===== src/rtl/uart_rx_fifo_pkg.sv =====
// Shared definitions for the UART receive buffer: default data length and
// the one-hot sequencer state encoding.
package uart_rx_fifo_pkg;

  localparam int UART_DATA_LEN = 8;

  localparam int NUM_STATES    = 4;
  localparam int S_IDLE_IDX    = 0;
  localparam int S_ARM_IDX     = 1;
  localparam int S_WAIT_RI_IDX = 2;
  localparam int S_CAPTURE_IDX = 3;

  typedef enum logic [NUM_STATES-1:0] {
    S_IDLE    = NUM_STATES'(1 << S_IDLE_IDX),
    S_ARM     = NUM_STATES'(1 << S_ARM_IDX),
    S_WAIT_RI = NUM_STATES'(1 << S_WAIT_RI_IDX),
    S_CAPTURE = NUM_STATES'(1 << S_CAPTURE_IDX)
  } state_t;

endpackage


===== src/rtl/uart_rx_fifo_if.sv =====
// Receiver handshake plus MCU read port of the UART receive buffer.
// The master modport is the buffer itself; slave is the receiver/bus side.
interface uart_rx_fifo_if
  import uart_rx_fifo_pkg::*;
#(
  parameter int DATA_WIDTH = UART_DATA_LEN,
  parameter int DEPTH      = 16
) ();

  logic                         rx_enable;
  logic                         start_RX;
  logic                         RI;
  logic [DATA_WIDTH-1:0]        SBUF_in;
  logic                         rd_en;
  logic [DATA_WIDTH-1:0]        rd_data;
  logic                         rd_valid;
  logic [$clog2(DEPTH+1)-1:0]   fifo_count;
  logic                         empty;
  logic                         full;
  logic                         overrun;
  logic                         overrun_clr;
  logic                         data_irq;

  modport master (
    input  rx_enable, RI, SBUF_in, rd_en, overrun_clr,
    output start_RX, rd_data, rd_valid, fifo_count, empty, full, overrun, data_irq
  );

  modport slave (
    output rx_enable, RI, SBUF_in, rd_en, overrun_clr,
    input  start_RX, rd_data, rd_valid, fifo_count, empty, full, overrun, data_irq
  );

endinterface


===== src/rtl/uart_rx_fifo_sync_fifo_1clk.sv =====
// Single-clock FIFO with registered pop port; a write into a full FIFO is
// accepted only when a pop frees the head entry in the same cycle.
module sync_fifo_1clk
  import uart_rx_fifo_pkg::*;
#(
  parameter int DATA_WIDTH = UART_DATA_LEN,
  parameter int DEPTH      = 16
) (
  input  logic                       clk,
  input  logic                       reset_n,
  input  logic                       clr,
  input  logic                       wr_en,
  input  logic [DATA_WIDTH-1:0]      wr_data,
  output logic                       wr_ok,
  input  logic                       rd_en,
  output logic [DATA_WIDTH-1:0]      rd_data,
  output logic                       rd_valid,
  output logic [$clog2(DEPTH+1)-1:0] count,
  output logic                       empty,
  output logic                       full
);

  localparam int AW = $clog2(DEPTH);
  localparam int CW = $clog2(DEPTH+1);

  logic [DATA_WIDTH-1:0] mem [DEPTH];
  logic [AW-1:0]         wptr;
  logic [AW-1:0]         rptr;
  logic                  rd_ok;

  assign empty = (count == '0);
  assign full  = (count == CW'(DEPTH));
  assign rd_ok = rd_en && !empty;
  assign wr_ok = wr_en && (!full || rd_ok);

  always_ff @(posedge clk) begin
    if (wr_ok && !clr) begin
      mem[wptr] <= wr_data;
    end
  end

  // Pop reads the old head before this cycle's write lands, so a
  // simultaneous push never bypasses into rd_data.
  always_ff @(posedge clk or negedge reset_n) begin
    if (!reset_n) begin
      wptr     <= '0;
      rptr     <= '0;
      count    <= '0;
      rd_data  <= '0;
      rd_valid <= 1'b0;
    end else if (clr) begin
      wptr     <= '0;
      rptr     <= '0;
      count    <= '0;
      rd_data  <= '0;
      rd_valid <= 1'b0;
    end else begin
      rd_valid <= rd_ok;
      if (rd_ok) begin
        rd_data <= mem[rptr];
        rptr    <= rptr + AW'(1);
      end
      if (wr_ok) begin
        wptr <= wptr + AW'(1);
      end
      case ({wr_ok, rd_ok})
        2'b10:   count <= count + CW'(1);
        2'b01:   count <= count - CW'(1);
        default: count <= count;
      endcase
    end
  end

endmodule


===== src/rtl/uart_rx_fifo.sv =====
// UART receive buffer: re-arms the receiver after every frame, stores each
// received byte and exposes occupancy, level interrupt and sticky overrun.
module uart_rx_fifo
  import uart_rx_fifo_pkg::*;
#(
  parameter int DATA_WIDTH = UART_DATA_LEN,
  parameter int DEPTH      = 16,
  parameter int IRQ_LEVEL  = 1
) (
  input  logic          clk,
  input  logic          reset_n,
  input  logic          sync_reset,
  uart_rx_fifo_if.master bus
);

  localparam int              CW         = $clog2(DEPTH+1);
  localparam logic [CW-1:0]   IRQ_THRESH = CW'(IRQ_LEVEL);

  state_t state;
  state_t state_next;
  logic   push;
  logic   wr_ok;

  sync_fifo_1clk #(
    .DATA_WIDTH (DATA_WIDTH),
    .DEPTH      (DEPTH)
  ) u_fifo (
    .clk      (clk),
    .reset_n  (reset_n),
    .clr      (sync_reset),
    .wr_en    (push),
    .wr_data  (bus.SBUF_in),
    .wr_ok    (wr_ok),
    .rd_en    (bus.rd_en),
    .rd_data  (bus.rd_data),
    .rd_valid (bus.rd_valid),
    .count    (bus.fifo_count),
    .empty    (bus.empty),
    .full     (bus.full)
  );

  assign bus.data_irq = (bus.fifo_count >= IRQ_THRESH);

  always_ff @(posedge clk or negedge reset_n) begin
    if (!reset_n) begin
      state <= S_IDLE;
    end else if (sync_reset) begin
      state <= S_IDLE;
    end else begin
      state <= state_next;
    end
  end

  // Once armed, a frame always runs to capture; rx_enable only decides
  // whether the next frame gets armed.
  always_comb begin
    state_next = state;
    push       = 1'b0;
    case (state)
      S_IDLE:    if (bus.rx_enable) state_next = S_ARM;
      S_ARM:     state_next = S_WAIT_RI;
      S_WAIT_RI: if (bus.RI) state_next = S_CAPTURE;
      S_CAPTURE: begin
        push       = 1'b1;
        state_next = bus.rx_enable ? S_ARM : S_IDLE;
      end
      default:   state_next = S_IDLE;
    endcase
  end

  // start_RX is registered so it is high exactly while the FSM sits in S_ARM.
  always_ff @(posedge clk or negedge reset_n) begin
    if (!reset_n) begin
      bus.start_RX <= 1'b0;
      bus.overrun  <= 1'b0;
    end else if (sync_reset) begin
      bus.start_RX <= 1'b0;
      bus.overrun  <= 1'b0;
    end else begin
      bus.start_RX <= (state_next == S_ARM);
      if (push && !wr_ok) begin
        bus.overrun <= 1'b1;
      end else if (bus.overrun_clr) begin
        bus.overrun <= 1'b0;
      end
    end
  end

endmodule


===== src/flat_wrapper.sv =====
// flat-port wrapper written by rule: the top's interface ports become plain ports
module uart_rx_fifo_flat import uart_rx_fifo_pkg::*;
#(
  parameter int DATA_WIDTH = UART_DATA_LEN,
  parameter int DEPTH      = 16,
  parameter int IRQ_LEVEL  = 1
)
  (clk, reset_n, sync_reset, bus_rx_enable, bus_RI, bus_SBUF_in, bus_rd_en, bus_overrun_clr, bus_start_RX, bus_rd_data, bus_rd_valid, bus_fifo_count, bus_empty, bus_full, bus_overrun, bus_data_irq);
  uart_rx_fifo_if #(.DATA_WIDTH(DATA_WIDTH), .DEPTH(DEPTH)) bus_i ();
  input  logic clk;
  input  logic reset_n;
  input  logic sync_reset;
  input wire logic [$bits(bus_i.rx_enable)-1:0] bus_rx_enable;
  input wire logic [$bits(bus_i.RI)-1:0] bus_RI;
  input wire logic [$bits(bus_i.SBUF_in)-1:0] bus_SBUF_in;
  input wire logic [$bits(bus_i.rd_en)-1:0] bus_rd_en;
  input wire logic [$bits(bus_i.overrun_clr)-1:0] bus_overrun_clr;
  output wire logic [$bits(bus_i.start_RX)-1:0] bus_start_RX;
  output wire logic [$bits(bus_i.rd_data)-1:0] bus_rd_data;
  output wire logic [$bits(bus_i.rd_valid)-1:0] bus_rd_valid;
  output wire logic [$bits(bus_i.fifo_count)-1:0] bus_fifo_count;
  output wire logic [$bits(bus_i.empty)-1:0] bus_empty;
  output wire logic [$bits(bus_i.full)-1:0] bus_full;
  output wire logic [$bits(bus_i.overrun)-1:0] bus_overrun;
  output wire logic [$bits(bus_i.data_irq)-1:0] bus_data_irq;
  assign bus_i.rx_enable = bus_rx_enable;
  assign bus_i.RI = bus_RI;
  assign bus_i.SBUF_in = bus_SBUF_in;
  assign bus_i.rd_en = bus_rd_en;
  assign bus_i.overrun_clr = bus_overrun_clr;
  assign bus_start_RX = bus_i.start_RX;
  assign bus_rd_data = bus_i.rd_data;
  assign bus_rd_valid = bus_i.rd_valid;
  assign bus_fifo_count = bus_i.fifo_count;
  assign bus_empty = bus_i.empty;
  assign bus_full = bus_i.full;
  assign bus_overrun = bus_i.overrun;
  assign bus_data_irq = bus_i.data_irq;
  uart_rx_fifo #(.DATA_WIDTH(DATA_WIDTH), .DEPTH(DEPTH), .IRQ_LEVEL(IRQ_LEVEL)) u_core (.clk(clk), .reset_n(reset_n), .sync_reset(sync_reset), .bus(bus_i));
endmodule

===== config.mk =====
export PLATFORM = sky130hd
export DESIGN_NAME = uart_rx_fifo_flat
export DESIGN_NICKNAME = d
export VERILOG_FILES = /design/src/rtl/uart_rx_fifo_pkg.sv /design/src/rtl/uart_rx_fifo_if.sv /design/src/rtl/uart_rx_fifo_sync_fifo_1clk.sv /design/src/rtl/uart_rx_fifo.sv /design/src/flat_wrapper.sv
export SDC_FILE = /design/constraint.sdc
export NUM_CORES = 1
export LEC_CHECK = 0
export CAP_MARGIN = 10
export CORE_ASPECT_RATIO = 0.5
export CORE_UTILIZATION = 30
export CTS_CLUSTER_DIAMETER = 80
export DETAILED_ROUTE_END_ITERATION = 6
export REMOVE_ABC_BUFFERS = 1
export SLEW_MARGIN = 20
export SYNTH_ARGS = -nofsm -noshare
export SYNTH_HDL_FRONTEND = slang
export SYNTH_SLANG_ARGS = --single-unit

===== constraint.sdc =====
create_clock -name clk -period 2 [get_ports clk]
set_input_delay 0.5 -clock clk [delete_from_list [all_inputs] [get_ports clk]]
set_output_delay 0.5 -clock clk [all_outputs]
set_load 0.02 [all_outputs]

==> run_results.csv, run 1 <==
group,metric,value,unit
timing,slew_viol_final,0,
synth,postSynth.asyncResetShare,17.9,%
timing,finalSetupViolCount,15,
power_and_ir_drop,cellInternalPower,6.75,mW
timing,rsz0062_at_grt,"true",
synth,synthDominantCellAreaShare,59.7,%
outcome,status,"finished with violations",
synth,yosys-top-cells-area,"edfxtp_1 (60%), mux4_2 (11%), dfrtp_1 (10%)",
timing,slew_headroom,61.6,%
worst_hold_path,hp-class,"in2async",
synth,synth_flop_cell,"edfxtp_1",
worst_setup_path,cp-end-kind,"output pin",
cells_and_area,fin_cells,733,
place,place.gp.congestion,0.795,
synth,synth.cell_area,6440,um^2
route,drt_pass1_iterations,4,
synth,ys_ff_latch,156,
floorplanning,ios,34,
cells_and_area,drive_gt1_share,33.0,%
cts,ctsHoldBuffers,0,
timing,max_freq,0.462,GHz
power_and_ir_drop,max-vdd-ir-drop,703,uV
power_and_ir_drop,power_density,1160,nW/um^2
cells_and_area,nets,471,
place,pre_cts_slack,-0.247,ns
cts,clock-sinks,156,
route,vias,3537,
worst_setup_path,crit_type,"reg2out",
cts,clkTransAtPathRegs,0.06,ns
place,dpl_cell_area,7450,um^2
floorplanning,fp.coreArea,20800,um^2
floorplanning,initial_core_util,31.0,%
floorplanning,die_w,209,um
worst_setup_path,crit_fanout,2,
synth,ys_warn_count,0,
route,drc,0,
global_routing,grt_pass1_wl,21300,um
floorplanning,die-height,106,um
power_and_ir_drop,p_sw,2.82,mW
global_routing,overflow,0,
global_routing,antenna_found_initial,0,
power_and_ir_drop,switching_share,29.4,%
cells_and_area,n_antenna_cell,0,
cells_and_area,design_area,8250,um^2
cells_and_area,layout_common_cells,"edfxtp_1 (128), buf_4 (43), mux4_2 (32), nor2_1 (31), dfrtp_1 (26)",
synth,yosysUniqueCellTypes,43,
place,dp_cells,698,
place,port_buffers,33,
cts,cts_buffers,17,
route,avgViaCountPerCell,4.83,
power_and_ir_drop,leakage,2.81,nW
timing,tightest_slew,0.574,ns
timing,whs,0.499,ns
power_and_ir_drop,p_total,9.57,mW
global_routing,grt_pass1_vias,3722,
worst_setup_path,startpoint_type,"flop",
synth,synth_top_cell_by_area,"edfxtp_1",
cts,htree_num_levels,4,
cts,clock-root-buffer,"clkbuf_16",
outcome,violations,"setup timing",
worst_setup_path,ff2ff_path_depth,8,
power_and_ir_drop,p_clk_share,33.1,%
route,route.detailed.wl_per_inst,18.8,um
route,ant_nets,0,
synth,postSynthCellCount,363,
run,maxCapViolCount,0,
floorplanning,std_cell_rows,37,
synth,seq_area_frac_synth,70.6,%
cells_and_area,nFillCells,1886,
cells_and_area,syn_to_final_growth,28.2,%
cts,insertion_delay,0.43,ns
worst_setup_path,worstPathArrival,1.66,ns
route,drt_iter0_markers,322,
route,drt_wl_total,13800,um
synth,synth_edf_count,128,
floorplanning,dieArea,22100,um^2
timing,hold_violations,0,
cts,tritoncts,"done",
timing,skew,0.00956,ns
timing,setup_ws,-0.163,ns
cells_and_area,final_common_cell,"edfxtp_1",
global_routing,grt_usage,13.1,%
timing,fin_crit_sh,108,%
cts,cts_max_path_buffers,2,
synth,syn_avg_cell_area,17.7,um^2
power_and_ir_drop,seqPwrFrac,39.1,%
timing,fin_crit,2.16,ns
global_routing,grt_max_degree,35,
power_and_ir_drop,comb_power_share,27.8,%
worst_setup_path,required,1.50,ns
place,dp_hpwl,8420,um
[area by class of cell]
class	count	area [um^2]	area share, %
Sequential cell	156	4550	55.1
Multi-Input combinational cell	180	1960	23.8
Timing Repair Buffer	85	796	9.64
Clock buffer	18	429	5.20
Tap cell	273	342	4.14
Clock inverter	14	150	1.82
Inverter	7	26.3	0.318
[flip-flops by register name, indices dropped and copies added, names as in the netlist]
| name | flops |
|---|---|
| u_core.bus.start_RX | 1 |
| u_core.u_fifo.rptr | 4 |
| u_core.u_fifo.wptr | 4 |
| u_core.u_fifo.count | 5 |
| u_core.bus.overrun | 1 |
| u_core.u_fifo.rd_valid | 1 |
| u_core.u_fifo.rd_data | 8 |
| u_core.u_fifo.mem | 128 |
| u_core.state | 4 |
[power by group through the flow]
| stage | combinational (mW) | clock, mW | sequential, mW |
|---|---|---|---|
| finish | 2.66 | 3.17 | 3.74 |
| global route | 2.85 | 3.34 | 3.75 |
| CTS | 2.34 | 3.23 | 3.74 |
| detailed placement | 2.11 | 0 | 3.80 |
| global placement | 2.08 | 0 | 3.80 |
| floorplan | 0.874 | 0 | 4.05 |
[cells in the mapped netlist, types with 2 or more instances]
master      n
mux4_2     32
o211ai_1    2
nand3_1     4
o21ai_0     2
clkbuf_1   12
nand3b_1   12
nor2b_1     3
nand4_1     2
nor3_1      2
nor4_1      4
buf_2       6
a31oi_1     2
nand2_1     9
o221ai_1    8
inv_1       7
dfrtp_1    27
xor2_1      3
xnor2_1     3
mux2i_1    19
edfxtp_1  128
and3_1      5
ha_1        9
a21oi_1     4
mux2_2      3
and4_2      2
a21o_1      2
or3_1       4
nand2b_1    2
nor2_1     31
[routing by layer]
layer,up-vias,wire [um],track usage [%]
li1,1609,-,-
met1,1847,6270,16.9
met2,70,6760,22.1
met3,11,574,2.86
met4,0,173,3.89
met5,-,0,0
[cell families (layout without fill, tap and decap cells)]
kind of cell / count (synthesis) / in the layout / synth area share (%)
flops: 156 / 156 / 70.6
simple gates: 87 / 87 / 7.62
mux: 54 / 54 / 14.7
buf+inv: 27 / 124 / 1.81
compound gates: 24 / 24 / 2.72
fa+ha+maj: 9 / 9 / 1.75
xor+xnor: 6 / 6 / 0.816
[critical path, cell delays in order (launching register included)]
cell	delay (ns)
dfrtp_1	0.38
inv_2	0.08
ha_4	0.14
or4b_4	0.47
inv_2	0.07
buf_6	0.11
[through the flow]
stage	setup TNS [ns]	util [%]
finish	-0.881	39.7
global route	-1.68	39.7
CTS	-0.727	39.0
detailed placement	-20.07	35.8
global placement	-17.84	35.8
floorplan	-22.36	-
[repair_timing]
item,in CTS,in global routing
endpoints found under the setup margin,19,103
setup buffers,1,2
gates resized for setup,39,21
pin swaps,2,0
[path summary, 6_finish.rpt]
path / start / end / slack (ns)
max in group asynchronous: reset_n / u_core.state[0] / 1.16
min: reset_n / u_core.u_fifo.count[4] / 0.50
min in group clk: u_core.bus.overrun / u_core.bus.overrun / 0.53
max: u_core.u_fifo.count[1] / bus_empty / -0.16
min reg2reg: u_core.bus.overrun / u_core.bus.overrun / 0.53
max reg2reg: u_core.u_fifo.count[1] / u_core.u_fifo.count[2] / -0.12
Power figures use the tool's default switching activity.
==> run 2, diff against run 1 <==
--- a/config.mk
+++ b/config.mk
@@ -5,11 +5,13 @@
 export SDC_FILE = /design/constraint.sdc
 export NUM_CORES = 1
 export LEC_CHECK = 0
+export ABC_AREA = 1
 export CAP_MARGIN = 10
 export CORE_ASPECT_RATIO = 0.5
 export CORE_UTILIZATION = 30
 export CTS_CLUSTER_DIAMETER = 80
 export DETAILED_ROUTE_END_ITERATION = 6
+export HOLD_SLACK_MARGIN = 0.1
 export REMOVE_ABC_BUFFERS = 1
 export SLEW_MARGIN = 20
 export SYNTH_ARGS = -nofsm -noshare
==> run_results.csv, run 2 <==
group,metric,value,unit
power_and_ir_drop,comb_power_share,29.2,%
cells_and_area,largest_register_ffs,128,
worst_setup_path,cp-end-kind,"output pin",
route,avgViaCountPerCell,4.57,
synth,syn_avg_cell_area,10.2,um^2
timing,tightest_slew,0.444,ns
timing,skew,0.0110,ns
timing,fin_crit_sh,97.5,%
place,dp_cells,1030,
global_routing,grt_usage,14.7,%
place,port_buffers,33,
route,route.detailed.wl_per_inst,15.3,um
timing,max_freq,0.513,GHz
timing,slew_headroom,70.3,%
worst_hold_path,hp-class,"in2async",
worst_setup_path,crit_type,"reg2out",
synth,synthAdderAreaFrac,1.63,%
global_routing,grt_pass1_vias,4778,
route,drt_iter0_markers,494,
cells_and_area,fin_cells,1062,
synth,yosysUniqueCellTypes,31,
timing,slew_viol_final,0,
synth,synth_simple_gate_area_share,25.4,%
synth,ys_ff_latch,156,
global_routing,overflow,0,
synth,postSynth.asyncResetShare,17.9,%
cts,clock-sinks,156,
cts,tritoncts,"done",
cells_and_area,regMostFlops,"u_core.u_fifo.mem",
cells_and_area,final_common_cell,"nand2_1",
synth,synthXorXnorAreaFrac,0.253,%
synth,muxShareOfSynthArea,0,%
worst_setup_path,ff2ff_path_depth,9,
floorplanning,initial_core_util,31.2,%
synth,synth_top_cell_by_area,"edfxtp_1",
cells_and_area,post-route-util,38.1,%
worst_setup_path,r2r-end,"u_core.u_fifo.mem[12][6]",
timing,finalSetupViolCount,0,
cts,clkTransAtPathRegs,0.06,ns
timing,tns,0,ns
power_and_ir_drop,p_clk_share,33.0,%
outcome,status,"finished clean",
floorplanning,die_w,217,um
synth,seq_area_frac_synth,65.7,%
cells_and_area,nFillCells,2163,
global_routing,grt_pass1_wl,25600,um
synth,synth_edf_count,128,
worst_setup_path,crit_end,"bus_data_irq",
place,dp_hpwl,10800,um
worst_setup_path,worstPathArrival,1.45,ns
floorplanning,dieArea,23700,um^2
floorplanning,ios,34,
place,place.gp.congestion,0.828,
worst_setup_path,r2r_setup_slack,0.13,ns
synth,synthDominantCellAreaShare,55.5,%
worst_setup_path,slowest_delay,0.42,ns
power_and_ir_drop,switching_share,32.2,%
synth,postSynthCellCount,676,
cts,cts_max_path_buffers,2,
worst_setup_path,startpoint_type,"flop",
cells_and_area,layout_common_cells,"nand2_1 (230), edfxtp_1 (128), nand3_1 (83), nor2_1 (66), buf_4 (46)",
route,drc,0,
synth,synth_common_cells,"nand2_1 (232), edfxtp_1 (128), nand3_1 (83), nor2_1 (66), inv_1 (46)",
power_and_ir_drop,seqPwrFrac,37.8,%
power_and_ir_drop,power_density,1180,nW/um^2
power_and_ir_drop,max-vdd-ir-drop,759,uV
synth,yosys-top-cells-area,"edfxtp_1 (56%), nand2_1 (13%), dfrtp_1 (9.8%)",
cts,htree_num_levels,4,
worst_setup_path,required,1.50,ns
floorplanning,fp.coreArea,22200,um^2
route,vias,4857,
cts,ctsHoldBuffers,0,
synth,synth.cell_area,6920,um^2
run,maxCapViolCount,0,
cells_and_area,drive_gt1_share,14.7,%
route,drt_wl_total,16300,um
timing,hold_violations,0,
timing,whs,0.316,ns
power_and_ir_drop,p_sw,3.20,mW
worst_setup_path,critPathSlowestCell,"dfrtp_1",
power_and_ir_drop,cellInternalPower,6.76,mW
synth,synth_most_common_cell,"nand2_1",
global_routing,antenna_found_initial,0,
global_routing,grt_max_degree,67,
timing,fin_crit,1.95,ns
synth,synth_compound_area_share,1.64,%
route,ant_nets,0,
cts,clock-root-buffer,"clkbuf_16",
power_and_ir_drop,leakage,3.52,nW
cells_and_area,nets,774,
synth,synth_flop_cell,"edfxtp_1",
worst_setup_path,cp_cell_sequence,"buf_4, nor3_2, nand3_1, buf_6",
floorplanning,std_cell_rows,38,
cells_and_area,n_antenna_cell,0,
synth,ys_warn_count,0,
worst_setup_path,crit_fanout,5,
cells_and_area,reg_top3,"u_core.u_fifo.mem: 128 flops, u_core.u_fifo.rd_data: 8 flops, u_core.u_fifo.count: 5 flops",
cts,cts_buffers,17,
cells_and_area,multiInputGateArea,2030,um^2
cts,insertion_delay,0.43,ns
timing,rsz0062_at_grt,"true",
route,drt_pass1_iterations,5,
worst_setup_path,critPathLaunch,"u_core.u_fifo.count[0]",
worst_setup_path,reg2reg_from,"u_core.u_fifo.count[0]",
cells_and_area,syn_to_final_growth,22.1,%
floorplanning,die-height,109,um
cells_and_area,register_area,4550,um^2
synth,synth_top_family_by_area,"simple AND/OR/NAND/NOR gates",
-- run 2: cells by family after synthesis --
logic type,after synthesis
buf+inv,79
xor+xnor,2
flops,156
fa+ha+maj,9
compound gates,22
simple gates,408
-- run 2: per-layer routing --
metal / global-route usage (%) / wire, um
met3: 3.21 / 731
met1: 18.9 / 7400
met5: 0 / 0
met2: 24.4 / 7910
met4: 5.43 / 248
-- run 2: worst max-delay path, delay by kind of cell, from the launching register on --
family | cells | cell delay (ns)
simple gates | 2 | 0.27
buf+inv | 2 | 0.33
flops | 1 | 0.42
-- run 2: worst min path at each step --
stage / startpoint / end / slack, ns / depth (start not counted)
after detailed placement: u_core.u_fifo.rd_data[3] / u_core.u_fifo.rd_data[3] / 0.47 / 2
after floorplan: reset_n / u_core.bus.overrun / 0.20 / 0
after global routing: reset_n / u_core.u_fifo.rd_data[1] / 0.32 / 1
after global placement: u_core.u_fifo.rd_data[3] / u_core.u_fifo.rd_data[3] / 0.47 / 2
final: reset_n / u_core.u_fifo.rd_data[1] / 0.32 / 1
after CTS: reset_n / u_core.bus.start_RX / 0.31 / 1
-- run 2: what timing repair did --
action | in CTS | in global routing
endpoints found under the setup margin | 24 | 84
gates resized for setup | 22 | 6
buffers inserted | 0 | 1
pin swaps | 1 | 2
-- run 2: final cells by class --
class,count,share of cell area [%]
Timing Repair Buffer,80,8.23
Multi-Input combinational cell,441,24.0
Clock inverter,13,2.07
Tap cell,300,4.44
Inverter,54,2.40
Sequential cell,156,53.8
Clock buffer,18,5.08
-- run 2: per-stage QoR --
| step | total power, mW | area, um^2 | setup WS, ns |
|---|---|---|---|
| floorplan | 5.55 | 6750 | -0.607 |
| global placement | 6.69 | 7830 | -0.157 |
| detailed placement | 6.74 | 7830 | -0.168 |
| CTS | 10.0 | 8430 | -0.00319 |
| global route | 10.5 | 8450 | -0.00688 |
| finish | 9.96 | 8450 | 0.0498 |
-- run 2: power by group through the flow --
stage | logic (mW) | registers [mW] | clock network [mW]
2_1_floorplan | 1.45 | 4.10 | 0
3_3_place_gp | 2.87 | 3.82 | 0
3_5_place_dp | 2.92 | 3.82 | 0
4_1_cts | 2.91 | 3.76 | 3.34
5_1_grt | 3.26 | 3.78 | 3.48
6_report | 2.91 | 3.76 | 3.29
